File: config.mk
export PLATFORM = sky130hd
export DESIGN_NAME = lcd_controller
export DESIGN_NICKNAME = d
export VERILOG_FILES = /design/src/rtl/lcd_controller.sv
export SDC_FILE = /design/constraint.sdc
export NUM_CORES = 1
export LEC_CHECK = 0
export ABC_CLOCK_PERIOD_IN_PS = 2600
export BUFFER_PORTS_ARGS = -buffer_cell sky130_fd_sc_hd__buf_4
export CORE_MARGIN = 5
export CORE_UTILIZATION = 52
export CTS_CLUSTER_SIZE = 12
export DETAILED_ROUTE_END_ITERATION = 12
export PLACE_DENSITY = 0.79
export REMOVE_ABC_BUFFERS = 1
export SYNTH_ARGS = -nofsm -noshare
export SYNTH_HDL_FRONTEND = slang
export SYNTH_SLANG_ARGS = --single-unit
export TNS_END_PERCENT = 1
File: constraint.sdc
create_clock -name clk -period 2.6 [get_ports clk]
set_input_delay 0.39 -clock clk [delete_from_list [all_inputs] [get_ports clk]]
set_output_delay 0.39 -clock clk [all_outputs]
set_load 0.02 [all_outputs]
File: src/rtl/lcd_controller.sv
// HD44780 character-LCD peripheral for the 6502 bus.
// CPU writes are queued as {rs, byte} in a small FIFO; a timing FSM runs
// the power-up init sequence, then turns each queued byte into an
// RS/data setup, an EN strobe and a post-command wait.
module lcd_controller #(
    parameter int POWERUP_CYCLES    = 750000,
    parameter int SETUP_CYCLES      = 2,
    parameter int EN_CYCLES         = 12,
    parameter int CMD_WAIT_CYCLES   = 2000,
    parameter int CLEAR_WAIT_CYCLES = 82000,
    parameter int FIFO_DEPTH        = 4
) (
    input  logic       clk,
    input  logic       reset,
    input  logic       chip_en,
    input  logic       wrt_en,
    input  logic       register_select,
    input  logic [7:0] data_in,
    output logic [7:0] data_out,
    output logic [7:0] lcd_data,
    output logic       lcd_rs,
    output logic       lcd_en,
    output logic       lcd_rw,
    output logic       lcd_on
);

    // Every phase lasts at least one cycle, even if its parameter is 0.
    localparam int POW_N = (POWERUP_CYCLES    > 1) ? POWERUP_CYCLES    : 1;
    localparam int SET_N = (SETUP_CYCLES      > 1) ? SETUP_CYCLES      : 1;
    localparam int EN_N  = (EN_CYCLES         > 1) ? EN_CYCLES         : 1;
    localparam int CMD_N = (CMD_WAIT_CYCLES   > 1) ? CMD_WAIT_CYCLES   : 1;
    localparam int CLR_N = (CLEAR_WAIT_CYCLES > 1) ? CLEAR_WAIT_CYCLES : 1;

    localparam int MAX_A = (POW_N > SET_N) ? POW_N : SET_N;
    localparam int MAX_B = (EN_N  > CMD_N) ? EN_N  : CMD_N;
    localparam int MAX_C = (MAX_A > MAX_B) ? MAX_A : MAX_B;
    localparam int MAX_P = (MAX_C > CLR_N) ? MAX_C : CLR_N;

    // The counter only ever needs to reach MAX_P-1.
    localparam int CNT_W = (MAX_P > 1) ? $clog2(MAX_P) : 1;
    localparam int PTR_W = $clog2(FIFO_DEPTH);
    localparam int CFW   = PTR_W + 1;

    localparam logic [CNT_W-1:0] POW_LAST = CNT_W'(POW_N - 1);
    localparam logic [CNT_W-1:0] SET_LAST = CNT_W'(SET_N - 1);
    localparam logic [CNT_W-1:0] EN_LAST  = CNT_W'(EN_N  - 1);
    localparam logic [CNT_W-1:0] CMD_LAST = CNT_W'(CMD_N - 1);
    localparam logic [CNT_W-1:0] CLR_LAST = CNT_W'(CLR_N - 1);

    localparam logic [CFW-1:0] COUNT_FULL = CFW'(FIFO_DEPTH);
    localparam logic [2:0]     INIT_LEN   = 3'd6;

    localparam logic [2:0] ST_POWERUP_WAIT = 3'd0;
    localparam logic [2:0] ST_INIT_LOAD    = 3'd1;
    localparam logic [2:0] ST_IDLE         = 3'd2;
    localparam logic [2:0] ST_SETUP        = 3'd3;
    localparam logic [2:0] ST_PULSE        = 3'd4;
    localparam logic [2:0] ST_WAIT         = 3'd5;

    logic [2:0]       r_state;
    logic [CNT_W-1:0] r_cnt;
    logic [2:0]       r_idx;
    logic [7:0]       r_data;
    logic             r_rs;
    logic             r_en;

    logic [8:0]       r_mem [FIFO_DEPTH];
    logic [PTR_W-1:0] r_wr_ptr;
    logic [PTR_W-1:0] r_rd_ptr;
    logic [CFW-1:0]   r_count;
    logic             r_ovf;

    logic             w_full;
    logic             w_empty;
    logic             w_push_req;
    logic             w_push;
    logic             w_pop;
    logic             w_drop;
    logic             w_ovf_clr;
    logic [8:0]       w_head;
    logic             w_busy;
    logic [2:0]       w_cnt3;
    logic             w_long_wait;
    logic [CNT_W-1:0] w_wait_last;
    logic [7:0]       w_rom_byte;

    assign w_full     = (r_count == COUNT_FULL);
    assign w_empty    = (r_count == '0);
    assign w_push_req = chip_en && wrt_en;
    // The FSM only drains the FIFO from IDLE, never during init.
    assign w_pop      = (r_state == ST_IDLE) && !w_empty;
    // A full FIFO still accepts a push when a slot frees on the same edge.
    assign w_push     = w_push_req && (!w_full || w_pop);
    assign w_drop     = w_push_req && w_full && !w_pop;
    assign w_ovf_clr  = chip_en && !wrt_en && !register_select;
    assign w_head     = r_mem[r_rd_ptr];

    assign w_busy   = (r_state != ST_IDLE) || !w_empty;
    assign w_cnt3   = 3'(r_count);
    assign data_out = chip_en ? {w_busy, w_full, r_ovf, 2'b00, w_cnt3} : 8'h00;

    // Clear-display and return-home need the long wait; data bytes never do.
    assign w_long_wait = !r_rs && ((r_data == 8'h01) || (r_data == 8'h02));
    assign w_wait_last = w_long_wait ? CLR_LAST : CMD_LAST;

    // Init ROM: 8-bit/2-line function set x3, display on, clear, entry mode.
    always_comb begin
        w_rom_byte = 8'h38;
        case (r_idx)
            3'd3:    w_rom_byte = 8'h0C;
            3'd4:    w_rom_byte = 8'h01;
            3'd5:    w_rom_byte = 8'h06;
            default: w_rom_byte = 8'h38;
        endcase
    end

    // FIFO storage: written at the tail on every accepted push.
    always_ff @(posedge clk) begin
        if (w_push) begin
            r_mem[r_wr_ptr] <= {register_select, data_in};
        end
    end

    // FIFO pointers, occupancy and the sticky overflow flag.
    always_ff @(posedge clk) begin
        if (reset) begin
            r_wr_ptr <= '0;
            r_rd_ptr <= '0;
            r_count  <= '0;
            r_ovf    <= 1'b0;
        end else begin
            if (w_push) begin
                r_wr_ptr <= r_wr_ptr + 1'b1;
            end
            if (w_pop) begin
                r_rd_ptr <= r_rd_ptr + 1'b1;
            end
            case ({w_push, w_pop})
                2'b10:   r_count <= r_count + 1'b1;
                2'b01:   r_count <= r_count - 1'b1;
                default: r_count <= r_count;
            endcase
            // A dropped byte on the same edge as a clear keeps the flag set.
            if (w_drop) begin
                r_ovf <= 1'b1;
            end else if (w_ovf_clr) begin
                r_ovf <= 1'b0;
            end
        end
    end

    // Timing FSM. r_cnt counts cycles already spent in the current phase
    // and is cleared on every phase change; lcd_en is high exactly while in PULSE.
    always_ff @(posedge clk) begin
        if (reset) begin
            r_state <= ST_POWERUP_WAIT;
            r_cnt   <= '0;
            r_idx   <= '0;
            r_data  <= 8'h00;
            r_rs    <= 1'b0;
            r_en    <= 1'b0;
        end else begin
            case (r_state)
                ST_POWERUP_WAIT: begin
                    if (r_cnt == POW_LAST) begin
                        r_state <= ST_INIT_LOAD;
                        r_cnt   <= '0;
                        r_idx   <= '0;
                    end else begin
                        r_cnt <= r_cnt + 1'b1;
                    end
                end
                ST_INIT_LOAD: begin
                    r_rs    <= 1'b0;
                    r_data  <= w_rom_byte;
                    r_idx   <= r_idx + 1'b1;
                    r_state <= ST_SETUP;
                    r_cnt   <= '0;
                end
                ST_IDLE: begin
                    if (!w_empty) begin
                        r_rs    <= w_head[8];
                        r_data  <= w_head[7:0];
                        r_state <= ST_SETUP;
                        r_cnt   <= '0;
                    end
                end
                ST_SETUP: begin
                    if (r_cnt == SET_LAST) begin
                        r_state <= ST_PULSE;
                        r_en    <= 1'b1;
                        r_cnt   <= '0;
                    end else begin
                        r_cnt <= r_cnt + 1'b1;
                    end
                end
                ST_PULSE: begin
                    if (r_cnt == EN_LAST) begin
                        r_state <= ST_WAIT;
                        r_en    <= 1'b0;
                        r_cnt   <= '0;
                    end else begin
                        r_cnt <= r_cnt + 1'b1;
                    end
                end
                ST_WAIT: begin
                    if (r_cnt == w_wait_last) begin
                        r_state <= (r_idx < INIT_LEN) ? ST_INIT_LOAD : ST_IDLE;
                        r_cnt   <= '0;
                    end else begin
                        r_cnt <= r_cnt + 1'b1;
                    end
                end
                default: begin
                    r_state <= ST_POWERUP_WAIT;
                    r_cnt   <= '0;
                    r_en    <= 1'b0;
                end
            endcase
        end
    end

    assign lcd_data = r_data;
    assign lcd_rs   = r_rs;
    assign lcd_en   = r_en;
    assign lcd_rw   = 1'b0;
    assign lcd_on   = 1'b1;

endmodule

Yosys cells after proc, flatten, opt, wreduce, memory -nomap -nowiden
Memories as Yosys holds them, arrays and structs flattened. A register that Yosys moved wholly into a read port is not among the register bits.
Cells that the tools add are included.
{"block": "op_classes", "bitwise": 1, "eq_ne": 23, "add_sub_neg": 6, "muxes": 32, "n_lt_le_gt_ge": 1, "n_reduce_logical": 28}
{"operator": "$mux 20", "n": 5}
{"operator": "$pmux 20 s5", "n": 1}
{"operator": "$add 20x1->20 const B", "n": 1}
{"operator": "$eq 20x1->1 const B", "n": 1}
{"operator": "$eq 20x17->1", "n": 1}
{"operator": "$eq 20x20->1 const B", "n": 1}
{"operator": "$eq 20x4->1 const B", "n": 1}
{"operator": "$mux 3", "n": 6}
{"operator": "$pmux 3 s6", "n": 1}
{"operator": "$pmux 6 s3", "n": 1}
{"operator": "$mux 17", "n": 1}
{"operator": "$mux 8", "n": 2}
{"operator": "$pmux 8 s2", "n": 1}
{"operator": "$eq 3x3->1 const B", "n": 5}
{"operator": "$pmux 3 s2", "n": 2}
{"operator": "$ne 2x2->1 const B", "n": 5}
{"operator": "$eq 3x2->1 const B", "n": 3}
{"operator": "$eq 8x1->1 const B", "n": 1}
{"operator": "$eq 8x2->1 const B", "n": 1}
{"operator": "$logic_and 1x1->1", "n": 8}
{"operator": "$reduce_bool 2->1", "n": 4}
{"operator": "$mux 1", "n": 7}
{"operator": "$add 3x1->3 const B", "n": 2}
{"operator": "$logic_not 1->1", "n": 6}
{"operator": "17 further kinds", "n": 24}
{"block": "word_totals", "word_cells": 102, "n_memories": 1, "register_bits": 44, "ram_bits": 36, "output_inout_bits": 20}
{"name": "r_mem", "depth": 4, "word_bits": 9, "read_ports": 1, "rd_clocked_by_memory_dff": 1, "wr": 1, "line_no": "67", "source": "logic [8:0] r_mem [FIFO_DEPTH];"}

Logic depth before layout (Yosys ltp)
Gate-level depths: netlist of the first run.
{"block": "depth", "depth_word": 7, "mapped_depth": 11, "depth_no_buf": 10}

Worst setup path before layout of the first run
No wires, ideal clock.
{"block": "synth_timing", "kind": "reg-to-reg", "startpoint": "register r_state[0]", "endpoint": "register r_count[2]", "t_required_ps": 2530, "path_stages_with_launch": 12, "path_buffers": 1, "setup_slack_ps": 182, "arrival_ps": 2348, "cell_sequence": "dfxtp_1 nor2_1 and2_1 clkbuf_1 nand2b_1 clkinv_1 ha_1 inv_1 fa_1 xor2_1 or3_1 a21oi_1"}
{"block": "synth_between", "elab_chain_len": 6, "elab_cells_between_ends": 8, "cone_classes": "3 x eq/ne; 1 x mux; 4 x reduce/logical"}
{"item": "start, declared", "line_no": "60", "source": "logic [2:0] r_state;"}
{"item": "start signal, assigned", "line_no": "208", "source": "r_state <= (r_idx < INIT_LEN) ? ST_INIT_LOAD : ST_IDLE;"}
{"item": "$eq 3x2->1 (*)", "line_no": "91", "source": "assign w_pop = (r_state == ST_IDLE) && !w_empty;"}
{"item": "$logic_and 1x1->1 (*)", "line_no": "91"}
{"item": "net w_pop", "line_no": "77", "source": "logic w_pop;"}
{"item": "$logic_or 1x1->1", "line_no": "93", "source": "assign w_push = w_push_req && (!w_full || w_pop);"}
{"item": "$logic_and 1x1->1", "line_no": "93"}
{"item": "$eq 2x1->1 or $eq 2x2->1 (tied branches)", "line_no": "138", "source": "case ({w_push, w_pop})"}
{"item": "$pmux 3 s2 or $reduce_bool 2->1 (tied branches)"}
{"item": "end signal, assigned", "line_no": "139", "source": "2'b10: r_count <= r_count + 1'b1;"}
{"item": "end signal, assigned", "line_no": "140", "source": "2'b01: r_count <= r_count - 1'b1;"}
{"item": "end signal, assigned", "line_no": "141", "source": "default: r_count <= r_count;"}
{"item": "end, declared", "line_no": "70", "source": "logic [CFW-1:0] r_count;"}
Mark *: on every way through the listed nets, which the timed path passes. The rest lies on a longest branch.
A chain may end at the register's enable or synchronous reset.

Worst setup path after layout of the first run
{"block": "layout_timing", "startpoint": "register r_cnt[12]", "endpoint": "register r_cnt[7]"}
{"block": "layout_between", "elab_chain_len": 3, "elab_cells_between_ends": 9, "cone_classes": "4 x eq/ne; 5 x mux"}
{"item": "start, declared", "line_no": "61", "source": "logic [CNT_W-1:0] r_cnt;"}
{"item": "start signal, assigned", "line_no": "170", "source": "r_cnt <= r_cnt + 1'b1;"}
{"item": "start signal, assigned", "line_no": "194", "source": "r_cnt <= r_cnt + 1'b1;"}
{"item": "start signal, assigned", "line_no": "203", "source": "r_cnt <= r_cnt + 1'b1;"}
{"item": "$eq 20x17->1 (tied with other cells)", "line_no": "207", "source": "if (r_cnt == w_wait_last) begin"}
{"item": "$mux 20, on equally long branches"}
{"item": "$pmux 20 s5 (*)", "line_no": "163", "source": "case (r_state)"}
Every way passes the cells marked *; elsewhere a longest branch is shown, timed or not.

==> results of run 1 <==
## cell usage after synthesis (8+ instances only)
cell type / count / area, µm²
nor3_1: 21 / 105
nand3_1: 17 / 85.1
nor4_1: 16 / 100
nor2_1: 43 / 161
a21oi_1: 17 / 85.1
clkbuf_1: 18 / 67.6
dfxtp_1: 46 / 921
a211oi_1: 8 / 60.1
and2_1: 10 / 62.6
inv_1: 15 / 56.3
nand2_1: 39 / 146
mux4_2: 9 / 203
ha_1: 11 / 138
edfxtp_1: 36 / 1080
mux2i_1: 8 / 80.1
## area by class of cell
class	count	area [µm²]
Fill cell	639	3050
Sequential cell	82	2000
Clock buffer	9	124
Tap cell	102	128
Multi-Input combinational cell	276	1840
Timing Repair Buffer	41	308
Inverter	16	60.1
Clock inverter	7	105
## registers in the layout, summed over array words and instances (netlist names), 2 cells and up, named ones only
| register | cells |
|---|---|
| r_state | 3 |
| r_cnt | 20 |
| lcd_data | 8 |
| r_idx | 3 |
| r_wr_ptr | 2 |
| r_count | 3 |
| r_rd_ptr | 2 |
| r_mem | 36 |
## stage by stage
step | cells | setup WS, ns | utilization, %
floorplan | 374 | 0.0931 | -
global placement | 517 | 0.275 | 56.9
detailed placement | 517 | 0.208 | 56.9
CTS | 533 | 0.177 | 59.9
global route | 533 | 0.0442 | 60.0
finish | 533 | 0.152 | 60.0
## cell families after synthesis
logic type	share of synthesized area (%)
xor+xnor	1.31
compound gates	10.2
flops	49.8
fa+ha+maj	3.93
simple gates	22.7
mux	7.04
buf+inv	4.80
other cells	0.187
## power groups by stage
stage	Combinational, mW	Sequential [mW]	Clock, mW
floorplan	0.744	1.68	0
finish	1.31	1.58	1.05
global placement	1.26	1.60	0
global route	1.45	1.60	1.14
CTS	1.30	1.58	1.07
detailed placement	1.29	1.61	0
## cells in the final DEF, fill, tap and decap left out, types with 9 or more instances in the layout
cell	instances
clkbuf_8	9
edfxtp_1	36
nor3_1	21
nand2_1	39
ha_1	11
nand3_1	17
a21oi_1	17
nor4_1	15
nor2_1	43
inv_1	15
dfxtp_1	46
mux4_2	9
buf_4	41
and2_1	10
## per-layer routing
layer / global-route usage [%] / vias up / routed length [µm]
li1: - / 1502 / -
met1: 25.9 / 1499 / 3880
met2: 29.6 / 116 / 4080
met3: 3.86 / 10 / 483
met4: 4.90 / 0 / 91
met5: 0 / - / 0
## worst max path at each step
stage / startpoint / cells after the start / endpoint
floorplan: r_cnt[5]$_SDFFE_PP0N_ / 6 / r_cnt[2]$_SDFFE_PP0N_
global placement: r_cnt[12]$_SDFFE_PP0N_ / 7 / r_cnt[18]$_SDFFE_PP0N_
detailed placement: r_cnt[12]$_SDFFE_PP0N_ / 7 / r_cnt[7]$_SDFFE_PP0N_
CTS: r_cnt[12]$_SDFFE_PP0N_ / 7 / r_cnt[7]$_SDFFE_PP0N_
global route: r_cnt[12]$_SDFFE_PP0N_ / 7 / r_cnt[10]$_SDFFE_PP0N_
finish: r_cnt[12]$_SDFFE_PP0N_ / 7 / r_cnt[7]$_SDFFE_PP0N_
## what timing repair did
item                                    4_1_cts  5_1_grt
endpoints found under the setup margin        0        3
gates resized for setup                       0        1
endpoints found under the hold margin         0        0
==> impl_metrics.tcl, run 1 <==
set metrics [dict create \
    die_y_um 97.9 \
    core_area_um2 7610 \
    r2r_cells 7 \
    fin_nets 451 \
    post-cts-setup-buffer-count 0 \
    cp_max_fo 13 \
    die_x_um 97.9 \
    status "finished, final reports clean" \
    htree_levels 3 \
    drt.antenna.violating_nets 0 \
    grt_overflow_total 0 \
    drive_gt1_share_pct 17.4 \
    ys_warn_count 0 \
    drt_pre_antenna_iters 6 \
    antenna_found_initial 0 \
    placementRows 32 \
    grt_pass1_wl_um 14600 \
    swShare_pct 35.5 \
    hold_path.class "in -> reg" \
    drt_iter0_drc 243 \
    antenna_cells 0 \
    crit_family "simple AND/OR/NAND/NOR gates" \
    power_frac_comb_pct 33.2 \
    async_reset_ff_share_pct 0 \
    ys_seq_area_share_pct 49.8 \
    cts_buffers 9 \
    cp_cell_sequence "or4_1 -> or3_4 -> o31ai_4 -> nand3b_2 -> buf_4 -> nor3_1 -> nor4_1" \
    ir_worst_vdd_uv 403 \
    start_kind "flop" \
    required_ns 2.81 \
    start_util_pct 52.8 \
    critical_path_class "reg -> reg" \
    cp_slowest_cell "or4_1" \
    power.switching_mw 1.40 \
    max_stage_delay_ns 0.52 \
    remaining_drc_errors 0 \
    ios 33 \
    detail_route.wirelength_um 8540 \
    whs_path_depth 1 \
    synth_edf_count 36 \
    power_frac_clock_pct 26.7 \
    dieArea_um2 9580 \
    dpl_cell_area_um2 4330 \
    grt_max_degree 44 \
    ys_types 54 \
    postSynthAreaPerCell_um2 10.1 \
    max_freq_mhz 408 \
    final_cell_area_um2 4560 \
    min_period_ns 2.45 \
    via_per_inst 5.87 \
    min-delay-start "data_in[6]" \
    end_kind "flop" \
    hold_viol 0 \
    syn-cell-area_um2 4020 \
    rrSetupSlack_ns 0.15 \
    wire_per_inst_um 16.0 \
    vias 3127 \
    setup_viol 0 \
    worst_clock_skew_ns 0.0111 \
    cp_data_arrival_time_ns 2.66 \
    drv_cap 0 \
    grt_use_total_pct 18.6 \
    gp_congestion 0.845 \
    grt_pass1_vias 2935 \
    rsz0062_at_grt "no" \
    p_leak_nw 1.65 \
    tightest_slew_ns 0.692 \
    fin_tns_setup_ns 0 \
    hold_slack_ns 0.232 \
    worst_r2r_endpoint "r_cnt[7]$_SDFFE_PP0N_" \
    fin_total_pwr_mw 3.94 \
    synth.ff_latch_count 82 \
    synth_cells 398 \
    hpwl_um 6000 \
    drv_slew 0 \
    intPower_mw 2.54 \
    synthFlopType "dfxtp_1" \
    clockBufferDepth 2 \
    clk_latency_ns 0.35 \
    min_to "r_mem[2][6]$_DFFE_PP_" \
    critPathBufInv 1 \
    slew_headroom_pct 53.8 \
    p_per_area_nw_per_um2 863 \
    seq_power_share_pct 40.0 \
    areaGrowthSynthToFinish_pct 13.6 \
    cts_tree "done" \
    path_clk_slew_ns 0.09 \
    period_share_pct 94.2 \
    timing.rr.start "r_cnt[12]$_SDFFE_PP0N_" \
    cts.sinks 82 \
    cts_root_buffer "clkbuf_8" \
    cts_hold_buf 0 \
    portBuffers 28 \
]
Power figures use the tool's default switching activity.
==> run 2, diff against run 1 <==
--- a/config.mk
+++ b/config.mk
@@ -8,10 +8,10 @@
 export ABC_CLOCK_PERIOD_IN_PS = 2600
 export BUFFER_PORTS_ARGS = -buffer_cell sky130_fd_sc_hd__buf_4
 export CORE_MARGIN = 5
-export CORE_UTILIZATION = 52
+export CORE_UTILIZATION = 30
 export CTS_CLUSTER_SIZE = 12
 export DETAILED_ROUTE_END_ITERATION = 12
-export PLACE_DENSITY = 0.79
+export PLACE_DENSITY = 0.54
 export REMOVE_ABC_BUFFERS = 1
 export SYNTH_ARGS = -nofsm -noshare
 export SYNTH_HDL_FRONTEND = slang
==> constraint.sdc (replaced) <==
create_clock -name clk -period 2.6 [get_ports clk]
set_input_delay 0.26 -clock clk [delete_from_list [all_inputs] [get_ports clk]]
set_output_delay 0.26 -clock clk [all_outputs]
set_load 0.02 [all_outputs]
==> impl_metrics.tcl, run 2 (synthesis results as in run 1) <==
set metrics [dict create \
    cts.sinks 82 \
    wire_per_inst_um 14.6 \
    cts_tree "done" \
    dpl_cell_area_um2 4420 \
    min_period_ns 2.44 \
    swShare_pct 34.4 \
    die_x_um 126 \
    placementRows 42 \
    final_cell_mix "dfxtp_1, nor2_1, buf_4" \
    power_frac_clock_pct 31.0 \
    power.switching_mw 1.43 \
    die_y_um 126 \
    drt.antenna.violating_nets 0 \
    intPower_mw 2.73 \
    start_util_pct 30.4 \
    rsz0062_at_grt "no" \
    clockBufferDepth 2 \
    p_leak_nw 1.67 \
    required_ns 2.81 \
    hold_path.class "in -> reg" \
    ir_worst_vdd_uv 490 \
    grt_max_degree 44 \
    tightest_slew_ns 0.723 \
    fin_tns_setup_ns 0 \
    portBuffers 28 \
    hpwl_um 6210 \
    ios 33 \
    power_frac_comb_pct 30.7 \
    drt_iter0_drc 254 \
    core_area_um2 13200 \
    post-cts-setup-buffer-count 0 \
    mostFrequentLayoutCell "dfxtp_1" \
    vias 3003 \
    via_per_inst 4.96 \
    critical_path_class "reg -> reg" \
    final_cell_area_um2 4730 \
    seq_power_share_pct 38.2 \
    drv_cap 0 \
    path_clk_slew_ns 0.07 \
    hold_viol 0 \
    fin_util_pct 35.9 \
    status "finished, final reports clean" \
    cp_data_arrival_time_ns 2.65 \
    fin_nets 450 \
    clk_latency_ns 0.34 \
    drv_slew 0 \
    grt_pass1_wl_um 15100 \
    regMostFlops "r_mem" \
    start_kind "flop" \
    max_freq_mhz 409 \
    gp_congestion 0.817 \
    cts_buffers 9 \
    cts_root_buffer "clkbuf_16" \
    period_share_pct 94.0 \
    htree_levels 3 \
    worst_clock_skew_ns 0.00948 \
    antenna_cells 0 \
    slew_headroom_pct 51.7 \
    antenna_found_initial 0 \
    grt_pass1_vias 3026 \
    areaGrowthSynthToFinish_pct 17.8 \
    end_kind "flop" \
    p_per_area_nw_per_um2 878 \
    cp_max_fo 19 \
    largest_reg_flops 36 \
    detail_route.wirelength_um 8870 \
    grt_overflow_total 0 \
    drt_pre_antenna_iters 8 \
    dieArea_um2 15800 \
    remaining_drc_errors 0 \
    drive_gt1_share_pct 17.2 \
    grt_use_total_pct 11.8 \
    setup_viol 0 \
]
-- run 2: cell count changes in the layout (fill, tap and decap cells not counted) --
cell / change
clkbuf_1: +1
buf_4: -1
inv_6: -1
clkinv_4: +2
clkbuf_8: -9
a21oi_1: -1
inv_8: -1
a21oi_4: +1
clkbuf_16: +9
bufinv_16: -1
-- run 2: stage by stage --
step	instances	hold WS, ns	setup slack [ns]	power (mW)
floorplan	374	0.329	0.0931	2.42
global placement	590	0.459	0.210	2.89
detailed placement	590	0.465	0.193	2.89
CTS	606	0.103	0.152	4.20
global route	606	0.104	0.0193	4.41
finish	606	0.117	0.156	4.16
-- run 2: repair_timing --
action | CTS | global route
resized for setup | 0 | 2
hold endpoints to repair | 0 | 0
hold buffers | 0 | 0
endpoints found under the setup margin | 0 | 18
-- run 2: area by class of cell --
| class | count | area [µm²] |
|---|---|---|
| timing repair buffer | 40 | 300 |
| inverter | 16 | 60.1 |
| fill | 1339 | 8460 |
| clock inverter | 6 | 72.6 |
| tap | 176 | 220 |
| multi-input combinational | 276 | 1850 |
| clock buffer | 10 | 229 |
| sequential | 82 | 2000 |
-- run 2: final timing paths --
path	cells after the start	slack (ns)	endpoint	startpoint
worst min register to register	2	0.49	r_ovf$_SDFFE_PP0P_	r_ovf$_SDFFE_PP0P_
worst min-delay path	1	0.12	r_mem[0][6]$_DFFE_PP_	data_in[6]
worst max register to register	7	0.16	r_cnt[17]$_SDFFE_PP0N_	r_cnt[12]$_SDFFE_PP0N_
worst max-delay path	7	0.16	r_cnt[17]$_SDFFE_PP0N_	r_cnt[12]$_SDFFE_PP0N_
-- run 2: power by group through the flow --
stage               logic (mW)  registers [mW]  clock network (mW)
floorplan                0.744            1.68                   0
global placement          1.28            1.61                   0
detailed placement        1.28            1.61                   0
CTS                       1.29            1.59                1.32
global route              1.42            1.61                1.37
finish                    1.28            1.59                1.29
-- run 2: worst max-delay path, cell delays in order, from the launching register on --
cell,delay (ns)
dfxtp_1,0.36
or4_1,0.53
or3_4,0.38
o31ai_4,0.31
nand3b_2,0.17
buf_4,0.24
a211oi_1,0.24
nor4_1,0.08
-- run 2: per-layer routing --
metal | up-vias | track usage (%) | wire length, µm
li1 | 1500 | - | -
met1 | 1454 | 14.7 | 4030
met2 | 42 | 19.9 | 4410
met3 | 7 | 3.56 | 319
met4 | 0 | 3.19 | 108
met5 | - | 0 | 0
